File: src/rtl/dmem_arbiter.sv
// rtl/dmem_arbiter.sv - two-requester data memory arbiter with read-modify-write sequencing
module dmem_arbiter #(
   parameter int ARB_MODE = 1,
   parameter int ADDR_W   = 32
) (
   input  logic              clk,
   input  logic              rst_n,
   input  logic              r0_req,
   input  logic              r0_we,
   input  logic [3:0]        r0_be,
   input  logic [ADDR_W-1:0] r0_addr,
   input  logic [31:0]       r0_wdata,
   output logic              r0_gnt,
   output logic              r0_rvalid,
   output logic [31:0]       r0_rdata,
   input  logic              r1_req,
   input  logic              r1_we,
   input  logic [3:0]        r1_be,
   input  logic [ADDR_W-1:0] r1_addr,
   input  logic [31:0]       r1_wdata,
   output logic              r1_gnt,
   output logic              r1_rvalid,
   output logic [31:0]       r1_rdata,
   output logic              mem_ren,
   output logic              mem_wen,
   output logic [ADDR_W-1:0] mem_addr,
   output logic [31:0]       mem_wdata,
   input  logic [31:0]       mem_rdata
);

   typedef enum logic [1:0] {IDLE, RD, WR, RESP} state_t;

   state_t            state_q, state_d;
   logic [ADDR_W-1:0] addr_q;
   logic              we_q;
   logic [3:0]        be_q;
   logic [31:0]       wdata_q;
   logic [31:0]       rdata_q;
   logic              id_q;
   logic              last_q;

   logic              any_req;
   logic              win;
   logic              sel_we;
   logic [3:0]        sel_be;
   logic [ADDR_W-1:0] sel_addr;
   logic [31:0]       sel_wdata;
   logic [31:0]       merged;

   // The memory only sees whole words; the byte offset is dropped here.
   assign mem_addr  = addr_q & ~(ADDR_W'(3));
   assign mem_wdata = wdata_q;

   // Pick the winner among pending requests and mux its fields.
   always_comb begin
      any_req = r0_req | r1_req;
      win     = 1'b0;
      if (r0_req && r1_req) begin
         win = (ARB_MODE != 0) ? ~last_q : 1'b0;
      end else if (r1_req) begin
         win = 1'b1;
      end
      sel_we    = win ? r1_we    : r0_we;
      sel_be    = win ? r1_be    : r0_be;
      sel_addr  = win ? r1_addr  : r0_addr;
      sel_wdata = win ? r1_wdata : r0_wdata;
   end

   // Merge the latched store bytes over the word read back from memory.
   always_comb begin
      merged = '0;
      for (int i = 0; i < 4; i++) begin
         merged[8*i +: 8] = be_q[i] ? wdata_q[8*i +: 8] : mem_rdata[8*i +: 8];
      end
   end

   // State register; reset also kills mem_wen immediately since it decodes WR.
   always_ff @(posedge clk or negedge rst_n) begin
      if (!rst_n) begin
         state_q <= IDLE;
      end else begin
         state_q <= state_d;
      end
   end

   // Next state, grants, memory strobes and completion pulses.
   always_comb begin
      state_d   = state_q;
      r0_gnt    = 1'b0;
      r1_gnt    = 1'b0;
      mem_ren   = 1'b0;
      mem_wen   = 1'b0;
      r0_rvalid = 1'b0;
      r1_rvalid = 1'b0;
      r0_rdata  = 32'h0;
      r1_rdata  = 32'h0;
      case (state_q)
         IDLE: begin
            // Grants are suppressed while reset is held so outputs stay quiet.
            if (any_req && rst_n) begin
               r0_gnt = ~win;
               r1_gnt = win;
               if (!sel_we) begin
                  state_d = RD;
               end else if (sel_be == 4'hF) begin
                  state_d = WR;
               end else if (sel_be == 4'h0) begin
                  state_d = RESP;
               end else begin
                  state_d = RD;
               end
            end
         end
         RD: begin
            mem_ren = 1'b1;
            state_d = we_q ? WR : RESP;
         end
         WR: begin
            mem_wen = 1'b1;
            state_d = RESP;
         end
         RESP: begin
            if (id_q) begin
               r1_rvalid = 1'b1;
               r1_rdata  = rdata_q;
            end else begin
               r0_rvalid = 1'b1;
               r0_rdata  = rdata_q;
            end
            state_d = IDLE;
         end
         default: state_d = IDLE;
      endcase
   end

   // Request latch at grant, then read capture or merge during RD.
   always_ff @(posedge clk or negedge rst_n) begin
      if (!rst_n) begin
         addr_q  <= '0;
         we_q    <= 1'b0;
         be_q    <= 4'h0;
         wdata_q <= 32'h0;
         rdata_q <= 32'h0;
         id_q    <= 1'b0;
         last_q  <= 1'b1;
      end else begin
         case (state_q)
            IDLE: begin
               if (any_req) begin
                  addr_q  <= sel_addr;
                  we_q    <= sel_we;
                  be_q    <= sel_be;
                  wdata_q <= sel_wdata;
                  rdata_q <= 32'h0;
                  id_q    <= win;
                  last_q  <= win;
               end
            end
            RD: begin
               if (we_q) begin
                  wdata_q <= merged;
               end else begin
                  rdata_q <= mem_rdata;
               end
            end
            WR: begin
               rdata_q <= 32'h0;
            end
            default: ;
         endcase
      end
   end

endmodule
File: config.mk
export PLATFORM = sky130hd
export DESIGN_NAME = dmem_arbiter
export DESIGN_NICKNAME = d
export VERILOG_FILES = /design/src/rtl/dmem_arbiter.sv
export SDC_FILE = /design/constraint.sdc
export NUM_CORES = 1
export LEC_CHECK = 0
export CAP_MARGIN = 10
export CELL_PAD_IN_SITES_DETAIL_PLACEMENT = 2
export CELL_PAD_IN_SITES_GLOBAL_PLACEMENT = 2
export CORE_MARGIN = 4
export CORE_UTILIZATION = 23
export DETAILED_ROUTE_END_ITERATION = 6
export PLACE_DENSITY = 0.95
export SLEW_MARGIN = 10
export SYNTH_ARGS = -nofsm -noshare
export SYNTH_HDL_FRONTEND = slang
export SYNTH_SLANG_ARGS = --single-unit
File: constraint.sdc
create_clock -name clk -period 2.7 [get_ports clk]
set_input_delay 0.27 -clock clk [delete_from_list [all_inputs] [get_ports clk]]
set_output_delay 0.27 -clock clk [all_outputs]
set_load 0.02 [all_outputs]
# After elaboration in Yosys (flattened, before gate mapping)
# Cells that the tools add are included.
# Widths: inputs -> output; s select.
[classes] eq_ne=12 mux=36 bitwise=3 reduce_logical=12
[op_table] op="$mux 32" count=10
[op_table] op="$pmux 32 s3" count=1
[op_table] op="$pmux 32 s2" count=1
[op_table] op="$mux 8" count=4
[op_table] op="$ne 2x2->1 const B" count=8
[op_table] op="$reduce_and 4->1" count=4
[op_table] op="$mux 1" count=14
[op_table] op="$mux 2" count=4
[op_table] op="$pmux 2 s4" count=1
[op_table] op="$eq 2x2->1 const B" count=2
[op_table] op="$eq 4x4->1 const B" count=1
[op_table] op="$logic_not 4->1" count=1
[op_table] op="$mux 4" count=1
[op_table] op="$reduce_and 3->1" count=1
[op_table] op="$reduce_bool 3->1" count=1
[op_table] op="$eq 2x1->1 const B" count=1
[op_table] op="$logic_and 1x1->1" count=2
[op_table] op="$logic_not 2->1" count=1
[op_table] op="$not 1->1" count=2
[op_table] op="$reduce_and 2->1" count=1
[op_table] op="$reduce_bool 2->1" count=1
[op_table] op="$or 1x1->1" count=1
[word_totals] ff_bits=105 inputBits=174 out_inout_bits=134 word_cells=74

# Depth between registers and ports, before layout
[logic_depth] ltp_word=9 ltp_mapped=8

# Worst setup path before layout
# OpenSTA, ideal clock, no wires.
[synth_path] kind="flip-flop to output port" start="register state_q[0]" end="output port r0_gnt" arrival_time_ns=1.705 required_time_ns=2.430 path_slack_ns=0.725 path_stages_with_launch=7 cell_sequence="dfrtp_1 > inv_1 > ha_1 > buf_2 > o21ai_1 > clkbuf_1 > nor3b_1"
[synth_between] elab_chain_cells=2
[synth_lines] item="start, declared" line="33" source="state_t state_q, state_d;"
[synth_lines] item="start signal, assigned" line="82" source="state_q <= state_d;"
[synth_lines] item="$logic_not 2->1" line="97" source="case (state_q)"
[synth_lines] item="$mux 1" line="97"
[synth_lines] item="end, declared" line="13" source="output logic r0_gnt,"
# Every way passes these cells.

# Worst setup path in the final report
[layout_path] start="register state_q[1]" end="output port r0_rdata[7]"
[layout_between] elab_chain_cells=2
[layout_lines] item="$eq 2x2->1" line="97"
[layout_lines] item="$mux 32" line="97"
[layout_lines] item="end, declared" line="15" source="output logic [31:0] r0_rdata,"
# Every way passes these cells.

==> impl_results.md <==
* Outcome: complete, no violations
* # diodes at 0
* Cell variety after synth at 37
* Max Freq at 395 MHz
* Cell Pwr Density at 1010 nW/um^2
* ANT nets after route at 0
* Post-synthesis register bit count at 103
* Cell row count at 56
* Initial Util at 23.5%
* Detailed-route wire length per cell at 20.9 um
* Place WS at 0.342 ns
* Clock slew at reported path FFs at 0.08 ns
* Syn Std Cell Area at 5550 sq um
* Slew headroom at 44.4%
* Async SR Flop Fraction at 100%
* CTS Sinks at 103
* Final Critical Period at 2.53 ns
* RSZ-0062 raised after global routing: no
* Layout cell share with drive strength beyond 1 at 5.88%
* Final WL at 25900 um
* Worst IR Drop VDD at 0.000382 V
* First-pass GRT wire length at 38900 um
* Ports at 308
* Number of port buffers at 301
* Reg2Reg Launch Point: state_q[1]$_DFFE_PN0P_
* Initial antenna violation count at 1
* Crit Path Max Fanout at 33
* Fin cells at 1238
* CTS root buf: clkbuf_16
* All-layer global routing usage at 19.0%
* Fin crit share at 93.7%
* Setup_tns at 0 ns
* DRC viols at 0
* WHS at 0.364 ns
* Drt initial violations at 177
* Fin nets at 1093
* Die X at 163 um
* Main synth FF type: dfrtp_1
* Worst setup path start: state_q[1]$_DFFE_PN0P_
* Kind of end point of the critical path: output pin
* CP startpoint kind: flip-flop
* 1st-pass router iterations at 5
* Max cap viols at 0
* Worst min-delay path category: input pin to async pin
* Sequential share of the synthesized area at 46.5%
* TritonCTS clock tree: built
* DR vias/cell at 4.76
* Final Hold Vio Count at 0
* Layout fillers at 2601
* Pin count of the biggest net entering global routing at 72
* EDFF count, synth at 0
* CTS buffer count at 9
* Placed insts at 1221
* Global route overflow at 0
* Leakage at 4.19 nW
* Layout area overhead at 67.1%
* Layout Skew at 0.0128 ns
* Clk buf depth at 2
* Post-detail-place hpwl at 20400 um
* Synth Instances at 631
* Via Count at 5897
* Final worst slack at 0.169 ns
* WS Path Type: flip-flop to output pin
* Die Ht at 163 um
* Setup violators final at 0
* Slew Viols, Final at 0
* Die area at 26700 sq um
* GPL Wtd Cong at 0.781
* Worst EP required at 2.43 ns
* Postcts setup bufs at 0
* Core Region at 23600 sq um
* Cell area after layout at 9270 sq um
* Worst-Skew Late Latency at 0.35 ns
* Synth warnings at 0
* CP Data Arrival Time at 2.26 ns
* Avg Inst Size Synth at 8.79 sq um
* Placed cell area at 8930 sq um
* Slew @ Worst Pin at 0.834 ns
* CTS H-Tree Depth at 3
* Vias in the first global route at 6622
-- power breakdown --
part	switching (mW)	total [mW]	leakage [nW]	internal (mW)
clock network	0.666	1.41	0.150	0.743
logic	3.16	5.32	2.74	2.16
registers	0.433	2.65	1.30	2.22
-- cell families (layout without fill, tap and decap cells) --
kind of cell | Yosys count | count (layout) | share of synthesized area, %
buffers and inverters | 51 | 338 | 4.24
DFF | 103 | 103 | 46.5
adders and majority gates | 5 | 5 | 1.13
and+or+nand+nor | 322 | 322 | 28.5
AOI/OAI and AO/OA | 113 | 113 | 13.1
other | 1 | 2 | 0.0676
muxes | 36 | 36 | 6.50
-- per-layer routing --
| layer | share of wire, % | vias to the layer above | global-route usage [%] |
|---|---|---|---|
| met3 | 5.6 | 33 | 4.49 |
| met4 | 2.4 | 2 | 5.53 |
| met2 | 53 | 191 | 35.9 |
| met5 | 0.035 | - | 0 |
| met1 | 39 | 2939 | 21.0 |
| li1 | - | 2732 | - |
-- stage by stage --
step,power [mW],utilization [%]
after floorplan,5.47,-
after global placement,7.78,37.8
after detailed placement,8.08,37.8
after CTS,9.55,39.2
after global routing,10.1,39.2
final,9.38,39.2
-- cell usage in the layout, fill, tap and decap left out, types with 3 or more instances in the layout --
cell type / count
clkdlybuf4s50_1: 298
nand2_1: 170
dfrtp_1: 102
and3_1: 65
o21ai_0: 64
mux2i_1: 36
and2_1: 33
o2bb2ai_1: 32
nand3_1: 32
buf_4: 15
clkbuf_16: 9
nand2_2: 4
nor3b_2: 4
o21ai_1: 4
nor2_1: 3
nor3_1: 3
ha_1: 3
-- cells in the mapped netlist, drive strengths merged (2+ instances only) --
master	number	area, sq um
a211oi	3	32.5
a21oi	2	10.0
and2	33	206
and3	65	407
buf	19	115
clkbuf	29	109
dfrtp	102	2550
ha	5	62.6
inv	3	11.3
mux2i	36	360
nand2	174	663
nand3	32	160
nand4	2	12.5
nor2	3	11.3
nor2b	2	12.5
nor3	3	15.0
nor3b	6	76.3
o21ai	69	345
o2bb2ai	32	280
or4	2	16.3
-- area by class of cell --
type | count | area (sq um) | share of cell area, %
clock buffers | 9 | 225 | 2.43
clock inverters | 7 | 86.3 | 0.932
inverters | 3 | 11.3 | 0.122
multi-input cells | 478 | 2780 | 30.0
flip-flops and latches | 103 | 2580 | 27.8
well taps | 319 | 399 | 4.31
repair buffers | 319 | 3190 | 34.4
-- what timing repair did --
item | CTS | global route
hold buffers | 1 | 0
endpoints found under the setup margin | 4 | 32
resized for setup | 1 | 4
pin swaps | 0 | 0
hold endpoints to repair | 9 | 0
-- state kept, by name (all words and copies together), names as in the netlist --
name / cells
mem_wdata: 32
we_q: 1
state_q: 2
rdata_q: 32
addr_q: 30
be_q: 4
id_q: 1
last_q: 1
-- worst paths after layout --
path / cells past startpoint / slack, ns / endpoint
max in group asynchronous: 3 / 1.24 / mem_wdata[6]$_DFFE_PN0P_
worst min register to register: 2 / 0.49 / addr_q[27]$_DFFE_PN0P_
min in group clk: 2 / 0.49 / addr_q[27]$_DFFE_PN0P_
worst min-delay path: 2 / 0.36 / addr_q[4]$_DFFE_PN0P_
worst max register to register: 6 / 0.33 / mem_wdata[22]$_DFFE_PN0P_
worst max-delay path: 5 / 0.17 / r0_rdata[7]
-- worst max-delay path: stages, from the launching register on --
cell,delay [ns]
dfrtp_1,0.42
ha_2,0.28
nor2b_2,0.19
buf_8,0.21
and2_1,0.16
clkdlybuf4s50_1,0.64
No activity file was read; power rests on OpenSTA's default activity.
